`src/rtl/mips_muldiv_pkg.sv`:
```
// Shared definitions for the MIPS multiply/divide unit: op encodings, FSM
// states and the fixed operand width / result latency.
package mips_muldiv_pkg;

    localparam int DW  = 32;
    localparam int LAT = DW + 2;

    localparam logic [2:0] OP_NOP   = 3'd0;
    localparam logic [2:0] OP_MULT  = 3'd1;
    localparam logic [2:0] OP_MULTU = 3'd2;
    localparam logic [2:0] OP_DIV   = 3'd3;
    localparam logic [2:0] OP_DIVU  = 3'd4;
    localparam logic [2:0] OP_MTHI  = 3'd5;
    localparam logic [2:0] OP_MTLO  = 3'd6;

    typedef enum logic [1:0] {
        ST_IDLE = 2'd0,
        ST_CALC = 2'd1,
        ST_FIX  = 2'd2
    } state_t;

    function automatic logic isIterOp(input logic [2:0] op);
        return (op == OP_MULT) || (op == OP_MULTU) || (op == OP_DIV) || (op == OP_DIVU);
    endfunction

    function automatic logic isSignedOp(input logic [2:0] op);
        return (op == OP_MULT) || (op == OP_DIV);
    endfunction

endpackage

```
`src/rtl/muldiv_signfix.sv`:
```
// Final sign correction for the unsigned-magnitude results: negates the
// 64-bit product, or the quotient and remainder independently.
module muldiv_signfix #(
    parameter int DW = 32
) (
    input  logic [2*DW-1:0] i_acc,
    input  logic            i_isMul,
    input  logic            i_qNeg,
    input  logic            i_rNeg,
    output logic [DW-1:0]   o_hi,
    output logic [DW-1:0]   o_lo
);

    logic [2*DW-1:0] w_prod;
    logic [DW-1:0]   w_quot;
    logic [DW-1:0]   w_rem;

    // For a divide the accumulator holds {remainder, quotient}.
    assign w_prod = i_qNeg ? -i_acc : i_acc;
    assign w_quot = i_qNeg ? -i_acc[DW-1:0] : i_acc[DW-1:0];
    assign w_rem  = i_rNeg ? -i_acc[2*DW-1:DW] : i_acc[2*DW-1:DW];

    assign o_hi = i_isMul ? w_prod[2*DW-1:DW] : w_rem;
    assign o_lo = i_isMul ? w_prod[DW-1:0]    : w_quot;

endmodule

```
`src/rtl/muldiv_unit.sv`:
```
// Iterative radix-2 multiply/divide unit owning HI/LO for the MIPS EX stage.
// Optional macro MULDIV_EARLY_DIVZERO_EN: divide by zero bypasses CALC.
module muldiv_unit #(
    parameter int DW    = 32,
    parameter int STEPS = DW
) (
    input  logic          clk,
    input  logic          reset,
    input  logic          start,
    input  logic [2:0]    op,
    input  logic [DW-1:0] a,
    input  logic [DW-1:0] b,
    input  logic          flush,
    output logic          busy,
    output logic          done,
    output logic [DW-1:0] hi,
    output logic [DW-1:0] lo
);
    import mips_muldiv_pkg::*;

    localparam int CW = $clog2(STEPS + 1);

    state_t          r_state;
    state_t          w_next;
    logic            r_pend;
    logic            r_isMul;
    logic            r_qNeg;
    logic            r_rNeg;
    logic            r_divz;
    logic            r_done;
    logic [CW-1:0]   r_cnt;
    logic [DW-1:0]   r_opA;
    logic [DW-1:0]   r_opB;
    logic [DW-1:0]   r_aRaw;
    logic [DW-1:0]   r_hi;
    logic [DW-1:0]   r_lo;
    logic [2*DW-1:0] r_acc;

    logic            w_accept;
    logic            w_aNeg;
    logic            w_bNeg;
    logic            w_isMul;
    logic [DW-1:0]   w_aMag;
    logic [DW-1:0]   w_bMag;
    logic [DW:0]     w_mulSum;
    logic [2*DW-1:0] w_mulNext;
    logic            w_divGe;
    logic [DW-1:0]   w_divDiff;
    logic [2*DW-1:0] w_divNext;
    logic            w_fixWrite;
    logic [DW-1:0]   w_fixHi;
    logic [DW-1:0]   w_fixLo;

    // A request is only taken from a quiet IDLE; flush always wins over start.
    assign w_accept = (r_state == ST_IDLE) && !r_pend && start && !flush;
    assign w_isMul  = (op == OP_MULT) || (op == OP_MULTU);
    assign w_aNeg   = isSignedOp(op) && a[DW-1];
    assign w_bNeg   = isSignedOp(op) && b[DW-1];
    assign w_aMag   = w_aNeg ? -a : a;
    assign w_bMag   = w_bNeg ? -b : b;

    // Multiply: accumulator is {partial product, remaining multiplier bits}.
    assign w_mulSum  = {1'b0, r_acc[2*DW-1:DW]} + (r_acc[0] ? {1'b0, r_opA} : '0);
    assign w_mulNext = {w_mulSum, r_acc[DW-1:1]};

    // Divide: accumulator is {partial remainder, dividend/quotient bits}.
    assign w_divGe   = r_acc[2*DW-1:DW-1] >= {1'b0, r_opB};
    assign w_divDiff = r_acc[2*DW-2:DW-1] - r_opB;
    assign w_divNext = w_divGe ? {w_divDiff, r_acc[DW-2:0], 1'b1}
                               : {r_acc[2*DW-2:0], 1'b0};

    assign w_fixWrite = (r_state == ST_FIX) && !flush;

    muldiv_signfix #(
        .DW(DW)
    ) u_signfix (
        .i_acc   (r_acc),
        .i_isMul (r_isMul),
        .i_qNeg  (r_qNeg),
        .i_rNeg  (r_rNeg),
        .o_hi    (w_fixHi),
        .o_lo    (w_fixLo)
    );

    always_comb begin
        w_next = r_state;
        case (r_state)
            ST_IDLE: begin
                if (r_pend && !flush) begin
`ifdef MULDIV_EARLY_DIVZERO_EN
                    w_next = r_divz ? ST_FIX : ST_CALC;
`else
                    w_next = ST_CALC;
`endif
                end
            end
            ST_CALC: begin
                if (flush) begin
                    w_next = ST_IDLE;
                end else if (r_cnt == CW'(1)) begin
                    w_next = ST_FIX;
                end
            end
            ST_FIX:  w_next = ST_IDLE;
            default: w_next = ST_IDLE;
        endcase
    end

    always_ff @(posedge clk or posedge reset) begin
        if (reset) begin
            r_state <= ST_IDLE;
        end else begin
            r_state <= w_next;
        end
    end

    // Operand capture, iteration and HI/LO update.
    always_ff @(posedge clk or posedge reset) begin
        if (reset) begin
            r_pend  <= 1'b0;
            r_isMul <= 1'b0;
            r_qNeg  <= 1'b0;
            r_rNeg  <= 1'b0;
            r_divz  <= 1'b0;
            r_done  <= 1'b0;
            r_cnt   <= '0;
            r_opA   <= '0;
            r_opB   <= '0;
            r_aRaw  <= '0;
            r_acc   <= '0;
            r_hi    <= '0;
            r_lo    <= '0;
        end else begin
            r_done <= w_fixWrite;
            r_pend <= w_accept && isIterOp(op);
            if (w_accept && isIterOp(op)) begin
                r_isMul <= w_isMul;
                r_qNeg  <= w_aNeg ^ w_bNeg;
                r_rNeg  <= w_aNeg;
                r_divz  <= !w_isMul && (b == '0);
                r_cnt   <= CW'(STEPS);
                r_aRaw  <= a;
                r_opA   <= w_aMag;
                r_opB   <= w_bMag;
                r_acc   <= w_isMul ? {{DW{1'b0}}, w_bMag} : {{DW{1'b0}}, w_aMag};
            end
            if (w_accept && (op == OP_MTHI)) begin
                r_hi <= a;
            end
            if (w_accept && (op == OP_MTLO)) begin
                r_lo <= a;
            end
            if (r_state == ST_CALC) begin
                r_acc <= r_isMul ? w_mulNext : w_divNext;
                r_cnt <= r_cnt - CW'(1);
            end
            // Divide by zero reports the original dividend bits, whatever the sign.
            if (w_fixWrite) begin
                if (r_divz) begin
                    r_hi <= r_aRaw;
                    r_lo <= '1;
                end else begin
                    r_hi <= w_fixHi;
                    r_lo <= w_fixLo;
                end
            end
        end
    end

    assign busy = (r_state != ST_IDLE);
    assign done = r_done;
    assign hi   = r_hi;
    assign lo   = r_lo;

endmodule

```
`config.mk`:
```
export PLATFORM = sky130hd
export DESIGN_NAME = muldiv_unit
export DESIGN_NICKNAME = d
export VERILOG_FILES = /design/src/rtl/mips_muldiv_pkg.sv /design/src/rtl/muldiv_signfix.sv /design/src/rtl/muldiv_unit.sv
export SDC_FILE = /design/constraint.sdc
export NUM_CORES = 1
export LEC_CHECK = 0
export CELL_PAD_IN_SITES_DETAIL_PLACEMENT = 1
export CELL_PAD_IN_SITES_GLOBAL_PLACEMENT = 2
export CORE_MARGIN = 4
export CORE_UTILIZATION = 39
export DETAILED_ROUTE_END_ITERATION = 7
export GPL_TIMING_DRIVEN = 0
export PLACE_DENSITY = 0.84
export SLEW_MARGIN = 30
export SYNTH_ARGS = -nofsm -noshare
export SYNTH_HDL_FRONTEND = slang
export SYNTH_HIERARCHICAL = 1
export SYNTH_SLANG_ARGS = --single-unit
export TNS_END_PERCENT = 10
```
`constraint.sdc`:
```
create_clock -name clk -period 17.75 [get_ports clk]
set_input_delay 5.325 -clock clk [delete_from_list [all_inputs] [get_ports clk]]
set_output_delay 5.325 -clock clk [all_outputs]
set_load 0.03 [all_outputs]
```
[Word level (Yosys, flattened, before mapping)]
Index checks and enable logic that the tools add are counted.
Cells by class
  $add $sub $neg: 8
  order comparisons: 1
  equality and inequality tests: 11
  mux-type cells: 25
  bitwise operators: 1
  reductions and logical operators: 25
Operators by type and width (count)
  $mux W32: 14
  $mux W64: 5
  $neg A32 Y32: 4
  $neg A64 Y64: 1
  $add A32 B32 Y33: 1
  $ge A33 B32 Y1: 1
  $logic_not A32 Y1: 1
  $sub A32 B32 Y32: 1
  $mux W6: 2
  $logic_and A1 B1 Y1: 11
  $eq A3 B3 Y1 const B: 3
  $reduce_bool A2 Y1: 4
  $eq A3 B2 Y1 const B: 2
  $eq A6 B1 Y1 const B: 1
  $mux W2: 3
  $sub A6 B1 Y6 const B: 1
  $logic_or A1 B1 Y1: 4
  $pmux W2 S2: 1
  $eq A3 B1 Y1 const B: 1
  $logic_not A1 Y1: 3
  $ne A3 B3 Y1 const B: 1
  $eq A2 B1 Y1 const B: 1
  $eq A2 B2 Y1 const B: 1
  $logic_not A2 Y1: 1
  3 further kinds: 3
Word-level totals
  register bits: 238
  input port bits: 71
  output and inout port bits: 66
  word-level logic and storage cells: 85

[Longest topological paths before layout]
  depth after elaboration: 7
  depth in mapped cells: 14
  mapped depth without buffers: 13

[By module]
The synthesis kept the hierarchy.
Modules (own cells, without submodules)
  muldiv_unit: instances 1, cells an instance 1963, area an instance 15970.3 um^2, sequential area each 5930.7 um^2
  muldiv_signfix: instances 1, cells an instance 230, area an instance 1571.5 um^2, sequential area each 0.0 um^2

[Worst setup path after synthesis]
OpenSTA, ideal clock, no wires.
  path kind: input -> register
  start: input a[7]
  end: register r_acc[23]
  setup time: 126 ps
  data arrival time: 7800 ps
  required time: 17624 ps
  setup slack: 9824 ps
  cell stages on the path: 10
  buffers on the path: 1
  cell sequence: buf_6 -> or4_4 -> or4_4 -> or3_4 -> or2_4 -> o21ai_2 -> xor2_1 -> nand2_1 -> and3_1 -> a311o_1
Between the ends
  longest elaborated chain between the ends: 5
RTL lines
  start: declaration: line muldiv_unit.sv:11  | input logic [DW-1:0] a,
  $neg A32 Y32: line muldiv_unit.sv:59  | assign w_aMag = w_aNeg ? -a : a;
  $mux W32: line muldiv_unit.sv:59
  $mux W32: line muldiv_unit.sv:145  | r_acc <= w_isMul ? {{DW{1'b0}}, w_bMag} : {{DW{1'b0}}, w_aMag};
  $mux W64: line muldiv_unit.sv:136  | if (w_accept && isIterOp(op)) begin
  $mux W64: line muldiv_unit.sv:153  | if (r_state == ST_CALC) begin
  end signal: assignment: line muldiv_unit.sv:145
  end signal: assignment: line muldiv_unit.sv:154  | r_acc <= r_isMul ? w_mulNext : w_divNext;
  end: declaration: line muldiv_unit.sv:37  | logic [2*DW-1:0] r_acc;
Every way passes these cells. The select of a mux whose other input is x is not followed.
A chain may end at the register's enable or synchronous reset.

[Worst setup path after layout]
  start: input a[16]
  end: register r_acc[28]
The elaborated chain is that of the path after synthesis.

==> results.json <==
{
  "ant_nets": 0,
  "critical-path-max-stage-delay_ns": 0.69,
  "post_route_cells_drive_above_1_share_pct": 3.75,
  "slew_headroom_pct": 28.9,
  "vias": 17800,
  "grt_first_pass_wirelength_mm": 115,
  "fp-row-count": 77,
  "fin_worst_skew_ns": 0.0166,
  "die_h_um": 220,
  "power.share.sequential_pct": 29.1,
  "pwr-share-comb_pct": 53.0,
  "viasPerCell": 6.00,
  "worst_setup_path_startpoint": "a[16]",
  "critPathKind": "input pin to flop",
  "floorplan.initialDensity_pct": 39.6,
  "post_layout_nonfiller_instances": 2964,
  "design.final.nets": 2496,
  "hold_path.class": "flop to flop",
  "crit_family": "simple AND/OR/NAND/NOR gates",
  "cp_max_fo": 6,
  "whs_endpoint": "r_aRaw[8]",
  "post_cts_resized": 0,
  "max-clock-path-buffers": 3,
  "ys_warn_count": 6,
  "hold_depth": 2,
  "worst_hold_startpoint": "r_aRaw[8]",
  "drc_viols": 0,
  "cp.buffers_inverters": 1,
  "p_clk_share_pct": 17.9,
  "sequential_standard_cell_area_sq_um": 5930,
  "p_per_area_nw_per_um2": 162,
  "n_antenna_cell": 0,
  "drt-pass1-iter-count": 5,
  "power.ir.vdd_worst_v": 0.0000801,
  "wire_per_inst_um": 26.2,
  "postSynth.topFlopCell": "dfrtp_1",
  "worst_ep_arrival_time_ns": 8.98,
  "power.net_switching_mw": 1.60,
  "terminus_of_the_critical_flop_to_flop_path": "r_acc[33]",
  "worst_setup_slack_for_register_to_register_paths_ns": 13.56,
  "cts.root.buffer_cell": "clkbuf_16",
  "min_period_ns": 8.55,
  "critical-path-top-cell-by-count": "nand2_1",
  "power_switching_share_pct": 47.9,
  "grt_util_all_layers_pct": 31.5,
  "cts_sinks": 237,
  "setup_violations": 0,
  "antenna_found_initial": 1,
  "internal-power_mw": 1.73,
  "synth.lib_cells_used.distinct": 76,
  "cts_tree": "yes",
  "max_clock_freq_ghz": 0.117,
  "async_s_r_ff_share_synth_pct": 100,
  "grt_pass1_vias": 18000,
  "global_route.overflow_total": 0,
  "drv_cap": 0,
  "core_area_sq_um": 44300,
  "critPathLaunchType": "input pin",
  "placement.io_buffers": 127,
  "dp.cells": 2915,
  "max_slew.worst_pin.slew_ns": 1.07,
  "totalNegativeSetupSlack_ns": 0,
  "synth_nets": 2336,
  "worstPathCellList": "clkdlybuf4s50_1 -> or4_1 -> or4b_1 -> nor4_1 -> nand2_1 -> o21ai_0 -> xor2_1 -> nand2_1 -> nand3_1 -> o211ai_1",
  "place.gp.congestion": 0.917,
  "rsz0062_at_grt": "false",
  "p_leak_nw": 8.62,
  "drt-total-wl_mm": 77.6,
  "clk_latency_ns": 0.58,
  "ys_seq_elements": 237,
  "final.fill_count": 5414,
  "layout-area-overhead-vs-synth_pct": 17.3,
  "period_share_pct": 48.2,
  "synthesis.area_per_instance_sq_um": 8.00,
  "largest_net_degree_at_the_start_of_global_routing": 90,
  "clkTransAtPathRegs_ns": 0.06,
  "postCtsSetupRepairBufs": 0,
  "synth_edf_count": 0,
  "worst_path_max_delay_cell": "clkdlybuf4s50_1",
  "post-dp-hpwl_mm": 61.8,
  "worst_r2r_startpoint": "r_acc[49]",
  "mostFrequentLayoutCells": "nand2_1, dfrtp_1, o21ai_0, clkbuf_1",
  "run_status": "finished, final reports clean",
  "holdBufCountCts": 0,
  "io_pins": 137,
  "cp_data_required_time_ns": 18.19,
  "synthCells": 2193,
  "mappedNetlistArea_sq_um": 17500,
  "combined_area_of_the_multi_input_logic_cells_sq_um": 10800,
  "mostFrequentLayoutCell": "nand2_1",
  "synth_sequential_area_ratio_pct": 33.8,
  "worst-r2r-cell-count": 13,
  "finalMaxSlewViolations": 0,
  "die_w_um": 220,
  "report.final.hold_viol_count": 0,
  "first_iter_violations": 1418,
  "cts-buffers-inserted": 28,
  "fp.dieArea_sq_um": 48400,
  "cts.htree.levels": 1,
  "crit_path_end_kind": "flop"
}
state kept, by name, summed over array words and instances (netlist names):
signal and flops:
done 1, r_cnt 6, r_rNeg 1, r_isMul 1, lo 32, r_pend 1, r_opB 32, r_acc 64
hi 32, r_state 2, r_opA 32, r_qNeg 1, r_aRaw 31, r_divz 1
area by class of cell:
class / instances / area share, %
Multi-Input combinational cell: 1745 / 52.6
Clock buffer: 46 / 4.23
Timing Repair Buffer: 130 / 6.58
Sequential cell: 237 / 28.8
Inverter: 69 / 1.30
Tap cell: 592 / 3.60
Buffer: 142 / 2.72
Clock inverter: 3 / 0.213
worst reg2reg max path, stage by stage, from the launching register on:
cell,delay [ns]
dfrtp_1,0.71
ha_1,0.34
clkbuf_1,0.19
a21o_1,0.23
nand4_1,0.11
a31oi_1,0.16
a311o_1,0.39
a21oi_1,0.28
o211a_1,0.18
clkbuf_1,0.26
clkbuf_1,0.50
mux2_2,0.40
o21ai_0,0.20
o31ai_1,0.11
power groups by stage:
stage               Combinational, mW  Sequential [mW]  Clock, mW
floorplan                        1.13            0.940          0
global placement                 1.70            0.965          0
detailed placement               1.73            0.972          0
CTS                              1.75            0.964      0.602
global route                     1.92            0.987      0.628
finish                           1.77            0.969      0.596
cells in the mapped netlist, types with 63 or more instances:
| cell | count | area (sq um) |
|---|---|---|
| nand2_1 | 409 | 1540 |
| xor2_1 | 84 | 736 |
| a211oi_1 | 77 | 578 |
| a31oi_1 | 90 | 563 |
| nor3_1 | 63 | 315 |
| ha_1 | 70 | 876 |
| nor2_1 | 102 | 383 |
| inv_1 | 67 | 251 |
| dfrtp_1 | 237 | 5930 |
| clkbuf_1 | 122 | 458 |
| xnor2_1 | 87 | 762 |
| a21oi_1 | 127 | 636 |
| o21ai_0 | 142 | 711 |
through the flow:
step / power (mW) / util (%) / setup WS (ns) / cell area [sq um] / hold WS (ns)
floorplan: 2.07 / - / 5.92 / 17500 / 0.435
global placement: 2.66 / 44.1 / 2.45 / 19600 / 0.452
detailed placement: 2.71 / 44.3 / 8.71 / 19700 / 0.464
CTS: 3.32 / 46.4 / 9.31 / 20600 / 0.479
global route: 3.54 / 46.4 / 9.06 / 20600 / 0.493
finish: 3.33 / 46.4 / 9.20 / 20600 / 0.478
worst max-delay path by stage:
stage	slack (ns)	endpoint	cells after the start
finish	9.20	r_acc[28]	10
global route	9.06	r_acc[28]	10
CTS	9.31	r_acc[28]	10
detailed placement	8.71	r_acc[28]	10
global placement	2.45	r_cnt[2]	2
floorplan	5.92	done	1
cell families after synthesis:
logic type | share of synthesized area [%]
DFF | 33.8
AOI/OAI and AO/OA | 23.3
muxes | 2.29
and+or+nand+nor | 22.2
buffers and inverters | 4.66
adders and majority gates | 5.22
xor gates and xnor gates | 8.54
metal layers:
metal,track usage (%),vias to the layer above,wire [um]
met5,0,-,0
met4,10.4,0,2730
met3,4.11,123,4390
met2,50.6,470,36000
met1,43.9,9017,34400
li1,-,8166,-
Note: power is estimated with default switching activity, not from simulation.
==> RTL change, RTL diff (same settings) <==
`DW` is set to 32 in 3 places; all go to 16.
--- a/src/rtl/mips_muldiv_pkg.sv
+++ b/src/rtl/mips_muldiv_pkg.sv
@@ -3,5 +3,5 @@
 package mips_muldiv_pkg;
 
-    localparam int DW  = 32;
+    localparam int DW  = 16;
     localparam int LAT = DW + 2;
 
--- a/src/rtl/muldiv_signfix.sv
+++ b/src/rtl/muldiv_signfix.sv
@@ -2,5 +2,5 @@
 // 64-bit product, or the quotient and remainder independently.
 module muldiv_signfix #(
-    parameter int DW = 32
+    parameter int DW = 16
 ) (
     input  logic [2*DW-1:0] i_acc,
--- a/src/rtl/muldiv_unit.sv
+++ b/src/rtl/muldiv_unit.sv
@@ -2,5 +2,5 @@
 // Optional macro MULDIV_EARLY_DIVZERO_EN: divide by zero bypasses CALC.
 module muldiv_unit #(
-    parameter int DW    = 32,
+    parameter int DW    = 16,
     parameter int STEPS = DW
 ) (
Interface: changed (resized a, b, hi and lo); port bits go from 137 to 73. No check against the original RTL was run, so the function may have changed too.
==> RTL change against the original RTL <==
Global-route usage is 5.3 points lower. Register-to-register slack better by 660 ps. Power is 47% lower. Wire length is 57% lower. Count of clock-buffer cells in the layout is 28 lower. Cell area is 48% lower. Sequential share of layout area hardly changed. Setup slack better by 730 ps. First-iteration DRC count is 58% lower. Die area is 47% lower. Sequential cell count is 113 lower. Area after synthesis is 48% lower. Via count is 51% lower. Critical endpoint is now r_acc[25]. Largest cell class unchanged.
==> RTL change: results (changes against the original RTL) <==
dpl cell area - 0.0102 mm2 (was 0.0197 mm2)
register area - 0.00310 mm2 (was 0.00593 mm2)
multiplexer area fraction after synthesis - 5.69% (was 2.29%)
invs w/o clock - 47 (was 69)
internal power - 0.958 mW (was 1.73 mW)
Worst path max stage delay - 590 ps (was 690 ps)
worst-skew pair later-pin latency - 430 ps (was 580 ps)
Max clock buf depth - 2 (was 3)
global-route track usage on met3 - 5.26% (was 4.11%)
Compound-Gate Fraction of Synth Area - 21.7% (was 23.3%)
Post-Synth Adder-Cell Area - 5.69% (was 5.22%)
max reg flops - 32 (was 64)
syn_nets - 1167 (was 2336)
P_leak - 4.62 nW (was 8.62 nW)
Cell Count, Final, Fillers Out - 1504 (was 2964)
Routed WL - 33.6 mm (was 77.6 mm)
met1 WL - 15.6 mm (was 34.4 mm)
clk cell area share - 5.47% (was 4.44%)
Repair and plain buffers - 133 (was 272)
status - complete, no violations (unchanged)
most instantiated cells after synthesis - nand2_1 (169), dfrtp_1 (124), o21ai_0 (72) (was nand2_1 (409), dfrtp_1 (237), o21ai_0 (142))
Worst slew margin - 38.5% (was 28.9%)
vias in the first global route - 9077 (was 17992)
Yosys reg bits - 124 (was 237)
average size of a mapped cell - 8.33 um2 (was 8.00 um2)
filler cell count - 2758 (was 5414)
PD cells - 163 mW/mm2 (was 162 mW/mm2)
highest-delay cell along the critical path - clkbuf_1 (was clkdlybuf4s50_1)
Synth Area in XOR/XNOR - 6.86% (was 8.54%)
DRT iter0 DRCs - 597 (was 1418)
share of cells above drive strength 1 - 6.55% (was 3.75%)
# port buffers - 70 (was 127)
Arr. time, crit path - 8110 ps (was 8980 ps)
non-clk buf share - 9.09% (was 9.30%)
met3 wire length - 1.50 mm (was 4.39 mm)
sequential element share of the synthesized area - 34.2% (was 33.8%)
==> RTL change: cell count changes after synthesis, sizes merged, moves of 32 or more <==
cell,before,now
nand2,409,169
dfrtp,237,124
clkbuf,123,50
o21ai,145,74
xor2,84,13
a31oi,90,25
a21oi,127,69
a211oi,77,23
nor2,102,56
ha,70,38
==> RTL change: path summary, 6_finish.rpt <==
| kind | from | to | slack, ps | cells after the start |
|---|---|---|---|---|
| worst max-delay path | flush | r_acc[25] | 9930 | 10 |
| worst min-delay path | r_opA[4] | r_opA[4] | 470 | 2 |
| worst max register to register | r_acc[0] | r_acc[31] | 14220 | 13 |
| worst min register to register | r_opA[4] | r_opA[4] | 470 | 2 |
| max in group asynchronous | reset | r_acc[30] | 11720 | 3 |
| min in group asynchronous | reset | lo[15] | 5280 | 2 |
==> RTL change: critical path, delay by kind of cell <==
kind | cells | cell delay [ps]
simple gates | 5 | 950
compound gates | 1 | 130
buf+inv | 4 | 1690
